## src/rtl/vga_sync_decoder.sv

```systemverilog
// vga_sync_decoder: recovers pixel coordinates and colour from a raw VGA
// stream (hsync, vsync, 4-bit RGB). The decoder hunts for a vsync leading
// edge, verifies one full frame of sync timing, then stays locked while
// every sync edge lands where the timing parameters say it should.
// While locked it produces a 16-bit checksum and a count of complete frames.
//
// Stream qualifier: pix_valid is a single-cycle qualifier, with no
// backpressure. When pix_valid is 1, pix_x/pix_y/pix_r/pix_g/pix_b describe
// one visible pixel of a locked stream. When pix_valid is 0, those buses
// still carry the sample-stage values and must not be treated as image data.
module vga_sync_decoder #(
  parameter int H_DISPLAY        = 640,
  parameter int H_FRONT          = 16,
  parameter int H_SYNC           = 96,
  parameter int H_BACK           = 48,
  parameter int V_DISPLAY        = 480,
  parameter int V_BOTTOM         = 10,
  parameter int V_SYNC           = 2,
  parameter int V_TOP            = 33,
  parameter int SYNC_ACTIVE_HIGH = 1
) (
  input  logic        clk,
  input  logic        reset,
  input  logic        vga_hs,
  input  logic        vga_vs,
  input  logic [3:0]  vga_r,
  input  logic [3:0]  vga_g,
  input  logic [3:0]  vga_b,
  output logic        locked,
  output logic        pix_valid,
  output logic [9:0]  pix_x,
  output logic [9:0]  pix_y,
  output logic [3:0]  pix_r,
  output logic [3:0]  pix_g,
  output logic [3:0]  pix_b,
  output logic        frame_done,
  output logic [15:0] frame_sum,
  output logic [15:0] frame_count,
  output logic        sync_err,
  output logic [7:0]  err_count,
  output logic [1:0]  dbg_state
);

  localparam int H_TOTAL      = H_DISPLAY + H_FRONT + H_SYNC + H_BACK;
  localparam int V_TOTAL      = V_DISPLAY + V_BOTTOM + V_SYNC + V_TOP;
  localparam int H_SYNC_START = H_DISPLAY + H_FRONT;
  localparam int V_SYNC_START = V_DISPLAY + V_BOTTOM;

  localparam logic [9:0] H_LAST_C  = 10'(H_TOTAL - 1);
  localparam logic [9:0] V_LAST_C  = 10'(V_TOTAL - 1);
  localparam logic [9:0] H_SS_C    = 10'(H_SYNC_START);
  localparam logic [9:0] V_SS_C    = 10'(V_SYNC_START);
  localparam logic [9:0] H_DISP_C  = 10'(H_DISPLAY);
  localparam logic [9:0] V_DISP_C  = 10'(V_DISPLAY);
  localparam logic       SYNC_INV  = (SYNC_ACTIVE_HIGH == 0);

  typedef enum logic [1:0] {
    ST_HUNT   = 2'd0,
    ST_VERIFY = 2'd1,
    ST_LOCKED = 2'd2
  } state_t;

  state_t state, state_next;

  // Sample stage S: one register stage on every input, syncs normalised
  logic       hs_norm, vs_norm;
  logic       s_hs, s_vs, s_hs_edge, s_vs_edge;
  logic [3:0] s_r, s_g, s_b;

  // Counters describing the S-sample, plus per-frame bookkeeping
  logic [9:0]  x, y, x_next, y_next, cur_x, cur_y;
  logic        bad, bad_next;
  logic [15:0] acc, acc_next;
  logic        reload;
  logic        done_next, err_next;
  logic [15:0] sum_next, fcount_next;
  logic [7:0]  ecount_next;

  logic hs_exp, vs_exp, mismatch, visible;

  assign hs_norm   = vga_hs ^ SYNC_INV;
  assign vs_norm   = vga_vs ^ SYNC_INV;
  assign dbg_state = state;

  // Where the sync edges belong for the S-sample the counters describe.
  // A simultaneous hsync/vsync error collapses into one mismatch.
  assign hs_exp   = (x == H_SS_C);
  assign vs_exp   = (x == 10'd0) && (y == V_SS_C);
  assign mismatch = (s_hs_edge != hs_exp) || (s_vs_edge != vs_exp);
  assign visible  = (cur_x < H_DISP_C) && (cur_y < V_DISP_C);

  // Register inputs; edge flags compare the new sample with the one held in S
  always_ff @(posedge clk) begin
    if (reset) begin
      s_hs      <= 1'b0;
      s_vs      <= 1'b0;
      s_hs_edge <= 1'b0;
      s_vs_edge <= 1'b0;
      s_r       <= 4'd0;
      s_g       <= 4'd0;
      s_b       <= 4'd0;
    end else begin
      s_hs      <= hs_norm;
      s_vs      <= vs_norm;
      s_hs_edge <= hs_norm & ~s_hs;
      s_vs_edge <= vs_norm & ~s_vs;
      s_r       <= vga_r;
      s_g       <= vga_g;
      s_b       <= vga_b;
    end
  end

  // Next-state, counter, checksum and event logic for the lock FSM
  always_comb begin
    state_next  = state;
    bad_next    = bad;
    acc_next    = acc;
    done_next   = 1'b0;
    err_next    = 1'b0;
    sum_next    = frame_sum;
    fcount_next = frame_count;
    ecount_next = err_count;
    reload      = 1'b0;
    cur_x       = x;
    cur_y       = y;
    x_next      = x;
    y_next      = y;

    case (state)
      ST_HUNT: begin
        // hsync is ignored until a frame reference exists
        if (s_vs_edge) begin
          reload     = 1'b1;
          bad_next   = 1'b0;
          state_next = ST_VERIFY;
        end
      end
      ST_VERIFY: begin
        if (s_vs_edge) begin
          if (mismatch || bad) begin
            // restart verification from this vsync edge
            reload   = 1'b1;
            bad_next = 1'b0;
          end else begin
            state_next = ST_LOCKED;
            acc_next   = 16'd0;
          end
        end else if (mismatch) begin
          bad_next = 1'b1;
        end
      end
      ST_LOCKED: begin
        if (mismatch) begin
          state_next = ST_HUNT;
          err_next   = 1'b1;
          acc_next   = 16'd0;
          if (err_count != 8'hFF) ecount_next = err_count + 8'd1;
        end else if (s_vs_edge) begin
          done_next   = 1'b1;
          sum_next    = acc;
          fcount_next = frame_count + 16'd1;
          acc_next    = 16'd0;
        end else if (visible) begin
          acc_next = acc + {4'b0000, s_r, s_g, s_b};
        end
      end
      default: begin
        state_next = ST_HUNT;
      end
    endcase

    // A reload re-anchors the current S-sample at the vsync start position
    if (reload) begin
      cur_x = 10'd0;
      cur_y = V_SS_C;
    end

    if (cur_x == H_LAST_C) begin
      x_next = 10'd0;
      y_next = (cur_y == V_LAST_C) ? 10'd0 : cur_y + 10'd1;
    end else begin
      x_next = cur_x + 10'd1;
      y_next = cur_y;
    end
  end

  // FSM state, counters, accumulator and frame/error statistics
  always_ff @(posedge clk) begin
    if (reset) begin
      state       <= ST_HUNT;
      x           <= 10'd0;
      y           <= 10'd0;
      bad         <= 1'b0;
      acc         <= 16'd0;
      locked      <= 1'b0;
      frame_done  <= 1'b0;
      frame_sum   <= 16'd0;
      frame_count <= 16'd0;
      sync_err    <= 1'b0;
      err_count   <= 8'd0;
    end else begin
      state       <= state_next;
      x           <= x_next;
      y           <= y_next;
      bad         <= bad_next;
      acc         <= acc_next;
      locked      <= (state_next == ST_LOCKED);
      frame_done  <= done_next;
      frame_sum   <= sum_next;
      frame_count <= fcount_next;
      sync_err    <= err_next;
      err_count   <= ecount_next;
    end
  end

  // Pixel output stage: S-stage values always, qualified by pix_valid
  always_ff @(posedge clk) begin
    if (reset) begin
      pix_valid <= 1'b0;
      pix_x     <= 10'd0;
      pix_y     <= 10'd0;
      pix_r     <= 4'd0;
      pix_g     <= 4'd0;
      pix_b     <= 4'd0;
    end else begin
      pix_valid <= (state == ST_LOCKED) && visible;
      pix_x     <= cur_x;
      pix_y     <= cur_y;
      pix_r     <= s_r;
      pix_g     <= s_g;
      pix_b     <= s_b;
    end
  end

endmodule

```

## config.mk

```make
export PLATFORM = sky130hd
export DESIGN_NAME = vga_sync_decoder
export DESIGN_NICKNAME = d
export VERILOG_FILES = /design/src/rtl/vga_sync_decoder.sv
export SDC_FILE = /design/constraint.sdc
export NUM_CORES = 1
export LEC_CHECK = 0
export CAP_MARGIN = 20
export CORE_MARGIN = 4
export CORE_UTILIZATION = 37
export DETAILED_ROUTE_END_ITERATION = 7
export GPL_ROUTABILITY_DRIVEN = 0
export MAX_ROUTING_LAYER = met4
export SLEW_MARGIN = 20
export SYNTH_ARGS = -nofsm -noshare
export SYNTH_HDL_FRONTEND = slang
export SYNTH_SLANG_ARGS = --single-unit
```

## constraint.sdc

```tcl
create_clock -name clk -period 6.11 [get_ports clk]
set_clock_uncertainty 0.05 [all_clocks]
set_input_delay 1.222 -clock clk [delete_from_list [all_inputs] [get_ports clk]]
set_output_delay 1.222 -clock clk [all_outputs]
set_load 0.02 [all_outputs]
```

==> impl_results.md, run 1 <==
* Die width at 132 microns
* Final WS setup at 1.94 ns
* Crit-path most repeated cell: nor2_1
* Routed Antenna Nets at 0
* Clock sink count at 131
* CTS clk-pin slew, worst paths at 0.06 ns
* Sequential area share after synthesis at 45.9%
* H-tree depth at 4
* GRT Util Overall at 17.1%
* Clk_lat worst skew at 0.42 ns
* Vias at 4994
* Asr flop ratio synth at 0%
* Vias/cell at 5.29
* Critical path startpoint category: flip-flop
* I/O Buffers at 93
* Synthesized instance count at 658
* Drt first pass iters at 5
* CP Cell Sequence: or4_1, or4_4, nor2_1, a31oi_1, nor2_1, ha_1, nand4_1, nor4_1, buf_4, inv_1, o21ai_1, nor3_1
* Vias in the first global route at 4828
* Die height at 132 microns
* Seq cells post-synth at 131
* Post-synth EDFFs at 0
* Post-Syn Area at 5710 sq um
* Clock Power Share at 52.9%
* Final slew viol count at 0
* CTS max path bufs at 2
* Main synth FF type: dfxtp_1
* Cell-internal power at 1.67 mW
* Tmin final at 4.17 ns
* P&R area growth vs syn at 30.0%
* Final hold violations at 0
* Maximum vdd drop at 0.172 mV
* Antenna Cells at 0
* Total CTS buffers at 17
* Postcts setup bufs at 0
* Fin crit share at 68.3%
* Fin util at 49.0%
* Grt ovf at 0
* Cells after DPL at 913
* Hold/Removal Path Class: reg2reg
* Post-CTS Resized at 0
* Synth cell types at 58
* Avg Inst Size Synth at 8.68 sq um
* Outcome: finished clean
* Initial Util at 37.7%
* RSZ-0062 raised after global routing: false
* Worst-path maximum fanout at 11
* CP Data Required Time at 6.32 ns
* Leakage at 2.80 nW
* Top cells by area, synth: dfxtp_1 46%, nand2_1 4.6%, nor2_1 4.1%
* Synth Net Count at 692
* Pin count of the biggest net entering global routing at 76
* DR DRC count at 0
* DR iter-0 viols at 396
* Core area at 15100 sq um
* Io pins at 94
* Switch share at 20.5%
* Slew margin rel. at 38.4%
* Fin Setup TNS at 0 ns
* Share of cells above drive strength 1 at 5.29%
* Area leader, netlist: dfxtp_1
* First-pass GRT wire length at 23800 microns
* Worst slew pin tran at 0.919 ns
* Fin Hold WS at 0.335 ns
* Die Area at 17500 sq um
* Pre-CTS WS at 2.01 ns
* Initial antenna violation count at 0
* Delay-heaviest family, CP: simple AND/OR/NAND/NOR gates
* Worst path slowest cell: or4_4
* Hpwl dp at 10300 microns
* Max Fclk at 0.240 GHz
* Non-filler cells in the finished layout at 944
* Synth warnings at 0
* PwrDens at 283 nW/um^2
* Worst path bufs/invs at 2
* Sequential share of power at 42.2%
* Clock tree from TritonCTS: done
* Nets at 778
* Synth top area share at 45.9%
* Net Sw Power at 0.432 mW
* Root Driver: clkbuf_16
* Critical path's largest stage delay at 0.54 ns
* Cell Rows at 45
* WP data arrival at 4.38 ns
* Crit Path Class: reg2reg
* Post-Route WL at 14500 microns
* Cts hold-fix bufs at 0
* Combinational Power Share at 4.8%
* Setup Viol. Count Final at 0
* Average wire per standard cell at 15.3 microns
* Crit. End Element: flip-flop
* Max Cap Viol at 0
cells in the mapped netlist (2+ instances only):
| master | count |
|---|---|
| dfxtp_1 | 131 |
| nor2b_1 | 35 |
| nand4_1 | 16 |
| and3_1 | 14 |
| o22ai_1 | 3 |
| a211oi_1 | 6 |
| a21oi_1 | 43 |
| nor4bb_1 | 2 |
| o21a_1 | 3 |
| o2111ai_1 | 4 |
| nand2_1 | 70 |
| o32ai_1 | 4 |
| o31ai_1 | 3 |
| nor3_1 | 17 |
| o21ai_0 | 19 |
| buf_1 | 3 |
| ha_1 | 17 |
| buf_6 | 2 |
| xor2_1 | 25 |
| and2_1 | 14 |
| clkbuf_1 | 23 |
| o21ai_1 | 2 |
| buf_2 | 2 |
| nor4_1 | 7 |
| nand2b_1 | 7 |
| nor2_1 | 63 |
| and4_1 | 5 |
| nand3_1 | 35 |
| or3_1 | 7 |
| mux2i_1 | 7 |
| xnor2_1 | 10 |
| a21o_1 | 3 |
| inv_1 | 16 |
| a31oi_1 | 6 |
| o211ai_1 | 3 |
| or4_1 | 9 |
metrics by stage:
| stage | cell area, sq um | power, mW |
|---|---|---|
| finish | 7420 | 2.10 |
| global route | 7420 | 2.17 |
| CTS | 7420 | 2.12 |
| detailed placement | 6770 | 1.01 |
| global placement | 6770 | 1.01 |
| floorplan | 5710 | 0.965 |
worst register-to-register path, cell delays in order (launching register included):
cell	delay [ns]
dfxtp_1	0.36
or4_1	0.53
or4_4	0.54
nor2_1	0.38
a31oi_1	0.40
nor2_1	0.28
ha_1	0.33
nand4_1	0.12
nor4_1	0.23
buf_4	0.20
inv_1	0.09
o21ai_1	0.41
nor3_1	0.10
path summary, 6_finish.rpt:
path	from	end	slack [ns]	cells after the start
max	x[4]$_SDFF_PP0_	y[4]$_SDFF_PP0_	1.94	12
min	s_vs$_SDFF_PP0_	s_vs_edge$_SDFF_PP0_	0.33	1
max reg2reg	x[4]$_SDFF_PP0_	y[4]$_SDFF_PP0_	1.94	12
min reg2reg	s_vs$_SDFF_PP0_	s_vs_edge$_SDFF_PP0_	0.33	1
state kept, by name, summed over array words and instances, names as in the netlist, 2 cells and up:
| name | cells |
|---|---|
| pix_b | 4 |
| frame_sum | 16 |
| pix_r | 4 |
| s_g | 4 |
| s_r | 4 |
| s_b | 4 |
| dbg_state | 2 |
| pix_y | 10 |
| frame_count | 16 |
| x | 10 |
| pix_g | 4 |
| acc | 16 |
| err_count | 8 |
| y | 10 |
| pix_x | 10 |
cell families (layout without fill, tap and decap cells):
logic type	after synthesis	in the layout	synth area share, %
adders and majority gates	18	18	4.08
xor gates and xnor gates	35	35	5.37
buffers and inverters	46	144	3.33
DFF	131	131	45.9
AOI/OAI and AO/OA	111	111	12.1
and+or+nand+nor	309	309	27.8
muxes	8	8	1.42
cell usage in the layout, fill, tap and decap left out, types with 2 or more instances in the layout:
cell,netlist,layout
clkbuf_16,0,17
nand2b_1,7,7
xnor2_1,10,10
bufinv_16,0,5
inv_1,16,16
clkinv_2,0,2
dfxtp_1,131,131
o21ai_0,19,19
o2111ai_1,4,4
nor2_1,63,63
nor3_1,17,17
nand2_1,70,70
a21o_1,3,3
o21ai_1,2,2
clkdlybuf4s50_1,0,92
nand3_1,35,35
ha_1,17,17
xor2_1,25,25
clkbuf_1,23,2
nor4bb_1,2,2
nor2b_1,35,35
a211oi_1,6,6
a31oi_1,6,6
nand4_1,16,16
o211ai_1,3,3
buf_4,0,5
mux2i_1,7,7
and4_1,5,5
clkbuf_8,0,3
o32ai_1,4,4
or4_1,9,9
nor4_1,7,7
a21oi_1,43,43
o31ai_1,3,3
o22ai_1,3,3
or3_1,7,7
and2_1,14,14
o21a_1,3,3
and3_1,14,14
area by class of cell:
class | instances | area (sq um)
fill | 1399 | 7720
multi-input combinational | 481 | 2900
sequential | 131 | 2620
timing repair buffer | 97 | 958
clock buffer | 22 | 474
tap | 188 | 235
clock inverter | 9 | 176
inverter | 16 | 60.1
power groups by stage:
stage | clock, mW | sequential, mW | combinational (mW)
floorplan | 0 | 0.910 | 0.0555
global placement | 0 | 0.905 | 0.101
detailed placement | 0 | 0.905 | 0.102
CTS | 1.13 | 0.887 | 0.102
global route | 1.17 | 0.889 | 0.112
finish | 1.11 | 0.887 | 0.102
routing by layer:
layer / up-vias / track usage (%) / routed length, microns
li1: 2481 / - / -
met3: 24 / 3.89 / 650
met1: 2347 / 20.9 / 6650
met4: 0 / 7.04 / 299
met2: 142 / 27.3 / 6890
met5: - / - / 0
(Power assumes the default switching activity.)
==> run 2, diff against run 1 <==
Clock period 6.11 ns to 3.8 ns, I/O delays scaled along.
==> impl_results.md, run 2 (synthesized netlist as in run 1, its figures left out) <==
* Final Power at 3.20 mW
* Io pins at 94
* CTS clk-pin slew, worst paths at 0.06 ns
* Cell Rows at 45
* Max Fclk at 0.282 GHz
* RSZ-0062 raised after global routing: false
* Fin crit share at 93.2%
* CTS max path bufs at 2
* Clk_lat worst skew at 0.42 ns
* PwrDens at 430 nW/um^2
* Antenna Cells at 0
* Setup Viol. Count Final at 0
* Worst path slowest cell: or4_4
* DR iter-0 viols at 287
* Final hold violations at 0
* Maximum vdd drop at 0.316 mV
* Top sig layer: met4
* Vias at 5044
* Layout fillers at 1425
* Hold/Removal Path Class: reg2reg
* Hpwl dp at 10500 microns
* Register area at 2620 sq um
* Average wire per standard cell at 15.6 microns
* Core area at 15100 sq um
* Worst-path maximum fanout at 8
* Post-Route WL at 14800 microns
* P&R area growth vs syn at 30.1%
* GRT Util Overall at 17.6%
* Multi-input combinational cell area at 2920 sq um
* Vias/cell at 5.30
* Met3 WL post-DR at 718 microns
* Clock sink count at 131
* Outcome: finished clean
* Post-DP Area at 6830 sq um
* Routed Antenna Nets at 0
* Biggest regs: acc x16, frame_count x16, frame_sum x16
* Critical path's largest stage delay at 0.54 ns
* Die height at 132 microns
* M1 WL at 6730 microns
* CP Data Required Time at 4.10 ns
* I/O Buffers at 93
* Crit Path Class: reg2reg
* Crit. End Element: flip-flop
* Drt first pass iters at 5
* DR DRC count at 0
* Initial antenna violation count at 0
* Share of cells above drive strength 1 at 6.68%
* CP Cell Sequence: or4_1, or4_4, nor2_2, a31oi_1, nor2_1, ha_2, nand4_1, nor4_4, buf_4, and4_1, nand3_1, xor2_1, a21oi_1
* Final WS setup at 0.257 ns
* Flop-to-flop setup slack at 0.26 ns
* Worst path bufs/invs at 1
* Clock tree from TritonCTS: done
* Root Driver: clkbuf_16
* Fin Hold WS at 0.336 ns
* Die width at 132 microns
* Pre-CTS WS at 0.168 ns
* Fin Setup TNS at 0 ns
* WP data arrival at 3.84 ns
* Vias in the first global route at 4990
* Pin count of the biggest net entering global routing at 48
* Delay-heaviest family, CP: simple AND/OR/NAND/NOR gates
* H-tree depth at 4
* Tmin final at 3.54 ns
* Leading cell type in the layout, fill and taps excluded: dfxtp_1
* Slew margin rel. at 51.7%
* Nets at 785
* Grt ovf at 0
* Final slew viol count at 0
* Max Cap Viol at 0
* Most frequent cells in the layout: 131 x dfxtp_1, 92 x clkdlybuf4s50_1, 70 x nand2_1, 62 x nor2_1, 43 x a21oi_1
* Initial Util at 37.7%
* Total CTS buffers at 17
* Die Area at 17500 sq um
* Fin util at 49.1%
* Met2 routed WL at 7140 microns
* Cell area after layout at 7430 sq um
* Critical path startpoint category: flip-flop
* First-pass GRT wire length at 24500 microns
* Leakage at 2.80 nW
* Non-filler cells in the finished layout at 952
* Worst slew pin tran at 0.725 ns
* Cells after DPL at 919
==> run 2: cell types whose count changed in the layout (fill, tap and decap cells not counted) <==
cell,before,now
clkinv_2,2,4
ha_1,17,16
nor4_1,7,6
bufinv_16,5,2
nor2_2,0,1
nor2_1,63,62
clkinvlp_4,1,2
o21ai_2,0,1
o21ai_1,2,1
ha_2,0,1
buf_4,5,12
clkbuf_1,2,3
nor4_4,0,1
==> run 2: final timing paths <==
kind	startpoint	to	cells past startpoint
max	x[9]$_SDFF_PP0_	y[7]$_SDFF_PP0_	13
min	s_hs$_SDFF_PP0_	s_hs_edge$_SDFF_PP0_	1
max reg2reg	x[9]$_SDFF_PP0_	y[7]$_SDFF_PP0_	13
min reg2reg	s_hs$_SDFF_PP0_	s_hs_edge$_SDFF_PP0_	1
==> run 2: report_power, final <==
| group | internal, mW | switching (mW) |
|---|---|---|
| Combinational | 0.0738 | 0.0952 |
| Clock | 1.01 | 0.588 |
| Sequential | 1.40 | 0.0231 |
==> run 2: final cells by class <==
class	instances	area share, %
Timing Repair Buffer	104	13.6
Tap cell	188	3.16
Inverter	16	0.808
Clock buffer	23	6.43
Clock inverter	9	1.40
Sequential cell	131	35.3
Multi-Input combinational cell	481	39.3
==> run 2: routing by layer <==
| metal | track usage (%) | vias up |
|---|---|---|
| met5 | - | - |
| met4 | 5.60 | 0 |
| met3 | 5.73 | 20 |
| met2 | 28.2 | 147 |
| met1 | 21.1 | 2375 |
| li1 | - | 2502 |
==> run 2: timing repair <==
action / 4_1_cts / 5_1_grt
hold buffers: 0 / 0
buffers inserted: 0 / 1
gates resized for setup: 0 / 3
setup endpoints to repair: 0 / 15
==> run 2: worst register-to-register path: cells and delay by family, from the launching register on <==
| family | cells | cell delay [ns] |
|---|---|---|
| AOI/OAI and AO/OA | 2 | 0.27 |
| DFF | 1 | 0.39 |
| adders and majority gates | 1 | 0.27 |
| buffers and inverters | 1 | 0.18 |
| and+or+nand+nor | 8 | 2.17 |
| xor gates and xnor gates | 1 | 0.16 |
